==> src/rtl/cell_tile_renderer.sv <==
// cell_tile_renderer: fetches one board cell's state from BRAM and draws it as a
// filled CELL_W x CELL_W square on the VGA plot interface, then pulses cell_done.
module cell_tile_renderer #(
    parameter int CELL_W   = 10,
    parameter int GAP      = 2,
    parameter int RD_LAT   = 2,
    parameter int DATA_W   = 8,
    parameter int COLOUR_W = 3
) (
    input  logic                clock,
    input  logic                reset,
    input  logic                cell_valid,
    input  logic [7:0]          cell_addr,
    output logic                cell_ready,
    output logic [7:0]          mem_addr,
    output logic                mem_rden,
    input  logic [DATA_W-1:0]   mem_q,
    output logic                plot,
    output logic [8:0]          vga_x,
    output logic [7:0]          vga_y,
    output logic [COLOUR_W-1:0] colour,
    output logic                cell_done,
    output logic                busy
);
    localparam int PITCH = CELL_W + GAP;
    localparam int CNT_W = $clog2(CELL_W);
    localparam int LAT_W = $clog2(RD_LAT + 1);
    localparam logic [CNT_W-1:0] LAST_D = CNT_W'(CELL_W - 1);
    localparam logic [LAT_W-1:0] LAST_W = LAT_W'(RD_LAT - 1);

    typedef enum logic [2:0] {
        S_IDLE,
        S_READ,
        S_WAIT,
        S_DRAW,
        S_DONE
    } state_t;

    state_t                r_state;
    logic [8:0]            r_ox;
    logic [7:0]            r_oy;
    logic [CNT_W-1:0]      r_dx;
    logic [CNT_W-1:0]      r_dy;
    logic [LAT_W-1:0]      r_wait;
    logic [7:0]            r_mem_addr;
    logic                  r_mem_rden;
    logic                  r_plot;
    logic [8:0]            r_vga_x;
    logic [7:0]            r_vga_y;
    logic [COLOUR_W-1:0]   r_colour;
    logic                  r_cell_done;
    logic                  r_busy;
    logic                  r_ready;

    logic [3:0]            w_col;
    logic [3:0]            w_row;
    logic [8:0]            w_ox;
    logic [7:0]            w_oy;

    // Square origin: pitch * column/row; max 12*15 = 180 fits both widths.
    assign w_col = cell_addr[3:0];
    assign w_row = cell_addr[7:4];
    assign w_ox  = 9'(PITCH) * {5'd0, w_col};
    assign w_oy  = 8'(PITCH) * {4'd0, w_row};

    // NOTE: all state here is sequential, so every assignment in this block is
    // non-blocking; reset is synchronous and overrides every state transition.
    always_ff @(posedge clock) begin
        if (reset) begin
            r_state     <= S_IDLE;
            r_ox        <= '0;
            r_oy        <= '0;
            r_dx        <= '0;
            r_dy        <= '0;
            r_wait      <= '0;
            r_mem_addr  <= '0;
            r_mem_rden  <= 1'b0;
            r_plot      <= 1'b0;
            r_vga_x     <= '0;
            r_vga_y     <= '0;
            r_colour    <= '0;
            r_cell_done <= 1'b0;
            r_busy      <= 1'b0;
            r_ready     <= 1'b1;
        end else begin
            r_mem_rden  <= 1'b0;
            r_cell_done <= 1'b0;
            case (r_state)
                S_IDLE: begin
                    if (cell_valid) begin
                        r_mem_addr <= cell_addr;
                        r_ox       <= w_ox;
                        r_oy       <= w_oy;
                        r_mem_rden <= 1'b1;
                        r_busy     <= 1'b1;
                        r_ready    <= 1'b0;
                        r_state    <= S_READ;
                    end
                end
                S_READ: begin
                    r_wait  <= '0;
                    r_state <= S_WAIT;
                end
                S_WAIT: begin
                    // Read data is valid only on the last wait cycle.
                    if (r_wait == LAST_W) begin
                        r_colour <= mem_q[COLOUR_W-1:0];
                        r_plot   <= 1'b1;
                        r_vga_x  <= r_ox;
                        r_vga_y  <= r_oy;
                        r_dx     <= '0;
                        r_dy     <= '0;
                        r_state  <= S_DRAW;
                    end else begin
                        r_wait <= r_wait + 1'b1;
                    end
                end
                S_DRAW: begin
                    if (r_dx == LAST_D) begin
                        r_dx    <= '0;
                        r_vga_x <= r_ox;
                        if (r_dy == LAST_D) begin
                            r_plot      <= 1'b0;
                            r_cell_done <= 1'b1;
                            r_state     <= S_DONE;
                        end else begin
                            r_dy    <= r_dy + 1'b1;
                            r_vga_y <= r_vga_y + 8'd1;
                        end
                    end else begin
                        r_dx    <= r_dx + 1'b1;
                        r_vga_x <= r_vga_x + 9'd1;
                    end
                end
                S_DONE: begin
                    r_busy  <= 1'b0;
                    r_ready <= 1'b1;
                    r_state <= S_IDLE;
                end
                default: begin
                    r_state <= S_IDLE;
                end
            endcase
        end
    end

    assign cell_ready = r_ready;
    assign mem_addr   = r_mem_addr;
    assign mem_rden   = r_mem_rden;
    assign plot       = r_plot;
    assign vga_x      = r_vga_x;
    assign vga_y      = r_vga_y;
    assign colour     = r_colour;
    assign cell_done  = r_cell_done;
    assign busy       = r_busy;

endmodule

==> config.mk <==
export PLATFORM = sky130hd
export DESIGN_NAME = cell_tile_renderer
export DESIGN_NICKNAME = d
export VERILOG_FILES = /design/src/rtl/cell_tile_renderer.sv
export SDC_FILE = /design/constraint.sdc
export NUM_CORES = 1
export LEC_CHECK = 0
export CAP_MARGIN = 25
export CORE_MARGIN = 1.5
export CORE_UTILIZATION = 35
export DETAILED_ROUTE_END_ITERATION = 12
export GPL_TIMING_DRIVEN = 1
export PLACE_DENSITY = 0.54
export SLEW_MARGIN = 20
export SYNTH_ARGS = -nofsm -noshare
export SYNTH_HDL_FRONTEND = slang
export SYNTH_SLANG_ARGS = --single-unit
export TNS_END_PERCENT = 100
==> constraint.sdc <==
create_clock -name clock -period 2.6 [get_ports clock]
set_input_delay 0.52 -clock clock [delete_from_list [all_inputs] [get_ports clock]]
set_output_delay 0.52 -clock clock [all_outputs]
set_load 0.005 [all_outputs]
==> results.md <==
| Result | Value | Unit |
|:---|:---|:---|
| Result of the run | completed | - |
| Initial antenna violation count | 0 | - |
| Multiplexer share of the synthesized area | 1.37 | % |
| Kind of start point of the critical path | flip-flop | - |
| Dpl ws | 0.334 | ns |
| Share of synthesized area occupied by flip-flops and latches | 38.4 | % |
| Number of sinks handled by clock tree synthesis | 56 | - |
| Max Cap Viol | 0 | - |
| Final cell utilization of the core | 43.8 | % |
| Mapped cell area | 2920 | sq um |
| Global-route wire length before repair | 11,800 | um |
| Most frequent cell after synthesis | sky130_fd_sc_hd__dfxtp_1 | - |
| WP data required | 2.86 | ns |
| Final worst path period need | 2.10 | ns |
| Post-synthesis cell type with the largest combined area | sky130_fd_sc_hd__dfxtp_1 | - |
| Leakage Power | 1.32 | nW |
| Maximum frequency from static timing analysis | 0.477 | GHz |
| CTS buffer count | 5 | - |
| Share of the synthesized area in the top cell type | 38.4 | % |
| Distinct cell type count after synthesis | 53 | - |
| Parity-gate share of the synthesized area counting xor and xnor cells | 1.20 | % |
| Final cycle utilization of the critical path | 80.7 | % |
| Count of flip-flops with a built-in enable after synthesis | 0 | - |
| Share of cells above drive strength 1 | 6.19 | % |
| Worst EP arrival | 2.36 | ns |
| Endpoint, Worst Hold | r_oy[5] | - |
| Synth area leaders | sky130_fd_sc_hd__dfxtp_1 (38%), sky130_fd_sc_hd__ha_1 (7.3%), sky130_fd_sc_hd__a21oi_1 (5.5%), sky130_fd_sc_hd__nand2_1 (5.4%), sky130_fd_sc_hd__nor2_1 (3.6%) | - |
| Remaining routing DRC violations | 0 | - |
| Vias per Instance | 5.26 | - |
| Final design instance area without fill | 3560 | sq um |
| Hold Crit Class | reg2reg | - |
| Critical path fanouts, max | 24 | - |
| Syn nets | 388 | - |
| Final global-route overflow total | 0 | - |
| Effective utilization at floorplan | 35.9 | % |
| Clock root buffer | sky130_fd_sc_hd__clkbuf_8 | - |
| Total met3 wirelength after detailed routing | 244 | um |
| Nets | 425 | - |
| Number of buffers on the longest clock path | 2 | - |
| Site row count | 33 | - |
| Maximum number of pins on one net before global-route repair | 25 | - |
| TritonCTS clock tree | built | - |
| Number of cells on the worst hold path | 2 | - |
| Fraction of synthesis flops using an asynchronous set or reset pin | 0 | % |
| Worst IR drop on VDD | 0.231 | mV |
| IO Port Bufs | 46 | - |
| Hold WS | 0.456 | ns |
| Accumulated negative setup slack | 0 | ns |
| Warnings from Yosys | 0 | - |
| Post-CTS Hold Buffers | 0 | - |
| R2R Setup Slk | 0.50 | ns |
| Synth Area in Adders | 8.66 | % |
| Synth Area in Compound Gates | 20.1 | % |
| DRC marker count from the first detailed-route iteration | 77 | - |
| Diode insertion count for antenna repair | 0 | - |
| Total setup buffers inserted after CTS | 0 | - |
| Fill cell count | 802 | - |
| Final Hold Viols | 0 | - |
| Post-DR wirelength/cell | 14.1 | um |
| Area of the placeable core | 8130 | sq um |
| Die Y | 94.3 | um |
| Number of global-route vias before repair | 2,432 | - |
| Capturing point of the worst reg2reg path | vga_y[3] | - |
| Start-to-end type of the worst setup path | reg2reg | - |
| Number of max-slew violations in the final report | 0 | - |
| Setup repair after global routing missed its margin | no | - |
| Ranking of synthesized cells by instance count | sky130_fd_sc_hd__dfxtp_1 (56), sky130_fd_sc_hd__nand2_1 (42), sky130_fd_sc_hd__a21oi_1 (32), sky130_fd_sc_hd__nor2_1 (28), sky130_fd_sc_hd__o21ai_0 (20) | - |
| Main combinational cell family by area after synthesis | simple AND/OR/NAND/NOR gates | - |
| Gate Count Post-Synth | 350 | - |
| Area added between synthesis and finish | 22.0 | % |
| GRT Total Usage | 16.6 | % |
| Crit path setup slack, layout | 0.502 | ns |
| Setup Viol. Count Final | 0 | - |
| Area after detailed placement | 3450 | sq um |
| Avg Synthesized Cell Area | 8.34 | sq um |
| Global placement routability congestion | 0.757 | - |
| Post-CTS clock slew at the launch and capture registers of the worst setup and hold paths | 0.11 | ns |
| PD cells | 509 | nW/um^2 |
| Slew of the pin with the lowest slew margin | 0.603 | ns |
| Hold Crit Start | r_oy[5] | - |
| Commonest register cell after synthesis | sky130_fd_sc_hd__dfxtp_1 | - |
| Worst setup EP type | flip-flop | - |
| DR vias | 2,591 | - |
| Clock insertion delay at the later pin of the skew report | 0.31 | ns |
| DPL Wire Length | 4850 | um |
| Number of iterations in the first detailed-routing pass | 4 | - |
| WL met1 | 3560 | um |
| Max Clock Skew | 0.0105 | ns |
| Yosys reg bits | 56 | - |
| Overall routed net length | 6970 | um |
| Uppermost layer routed | met4 | - |
| Io pins | 52 | - |
| Cts repair resizes | 0 | - |
| Wire length on met2 | 3100 | um |
| Count of cells along the worst register-to-register path | 4 | - |
| Worst reg2reg path startpoint | r_state[0] | - |
| Maximum level of the CTS H-tree | 2 | - |
| Simple-gate share of the synthesized area | 24.8 | % |
| Overall die area | 8890 | sq um |
| Relative slew margins | 59.8 | % |
| Final antenna-violating net count | 0 | - |
| Horiz. Die Dim | 94.3 | um |
area by class of cell:
class                      instances  area [sq um]  area share (%)
sequential                        56          1120            31.5
multi-input combinational        259          1640            46.0
clock buffer                       5          68.8            1.93
timing repair buffer              53           513            14.4
inverter                          12          45.0            1.27
tap                              105           131            3.69
clock inverter                     3          42.5            1.20
layout by cell type, fill, tap and decap left out, types with 5 or more instances in the layout:
| cell | netlist | layout |
|---|---|---|
| sky130_fd_sc_hd__and3_1 | 5 | 5 |
| sky130_fd_sc_hd__nor2_1 | 28 | 28 |
| sky130_fd_sc_hd__nand4_1 | 6 | 6 |
| sky130_fd_sc_hd__a21oi_1 | 32 | 32 |
| sky130_fd_sc_hd__clkdlybuf4s50_1 | 0 | 46 |
| sky130_fd_sc_hd__o21ai_0 | 20 | 20 |
| sky130_fd_sc_hd__a31oi_1 | 5 | 5 |
| sky130_fd_sc_hd__inv_1 | 12 | 12 |
| sky130_fd_sc_hd__a211oi_1 | 7 | 7 |
| sky130_fd_sc_hd__or3_1 | 7 | 7 |
| sky130_fd_sc_hd__dfxtp_1 | 56 | 56 |
| sky130_fd_sc_hd__nand3_1 | 13 | 13 |
| sky130_fd_sc_hd__buf_4 | 4 | 7 |
| sky130_fd_sc_hd__clkbuf_8 | 0 | 5 |
| sky130_fd_sc_hd__nor3_1 | 10 | 10 |
| sky130_fd_sc_hd__ha_1 | 17 | 17 |
| sky130_fd_sc_hd__a22oi_1 | 5 | 5 |
| sky130_fd_sc_hd__nand2_1 | 42 | 42 |
sequential cells by signal, summed over array words and instances (netlist names), 2 cells and up:
name      count
mem_addr      8
vga_y         8
vga_x         9
colour        3
r_wait        2
r_ox          5
r_state       3
r_dx          4
r_dy          4
r_oy          5
critical path, stage by stage, from the launching register on:
cell and delay (ns):
sky130_fd_sc_hd__dfxtp_1 0.72, sky130_fd_sc_hd__nand3b_4 0.37, sky130_fd_sc_hd__or3_1 0.46, sky130_fd_sc_hd__a2111oi_2 0.36, sky130_fd_sc_hd__a31o_1 0.13
per-stage QoR:
| step | total power, W | std cells |
|---|---|---|
| global placement | 0.00125 | 485 |
| CTS | 0.00184 | 493 |
| floorplan | 0.00114 | 350 |
| global route | 0.00191 | 493 |
| finish | 0.00181 | 493 |
| detailed placement | 0.00125 | 485 |
metal layers:
layer	GRT usage (%)	vias up
met1	23.3	1202
met3	2.67	7
met2	26.3	51
li1	-	1331
met4	4.35	0
met5	0	-
worst max path at each step:
| stage | startpoint | to | slack, ns | depth (start not counted) |
|---|---|---|---|---|
| 3_3_place_gp | cell_valid | r_oy[7] | 0.37 | 5 |
| 5_1_grt | r_state[0] | vga_y[3] | 0.31 | 4 |
| 4_1_cts | r_state[0] | vga_y[3] | 0.50 | 4 |
| 3_5_place_dp | cell_valid | r_oy[7] | 0.33 | 5 |
| 6_report | r_state[0] | vga_y[3] | 0.50 | 4 |
| 2_1_floorplan | r_dx[0] | vga_y[4] | 0.90 | 6 |
cell families after synthesis:
family / count (synthesis)
AO/OA/AOI/OAI: 93
XOR/XNOR: 4
adder cells (fa/ha/maj): 19
buffers and inverters: 35
multiplexers: 4
flip-flops: 56
AND/OR/NAND/NOR: 139
where the power goes:
| part | internal, W | switching, W |
|---|---|---|
| clock | 0.000286 | 0.000295 |
| sequential | 0.000902 | 0.0000433 |
| combinational | 0.000136 | 0.000151 |
| total | 0.00132 | 0.000490 |
Note: power is estimated with default switching activity, not from simulation.
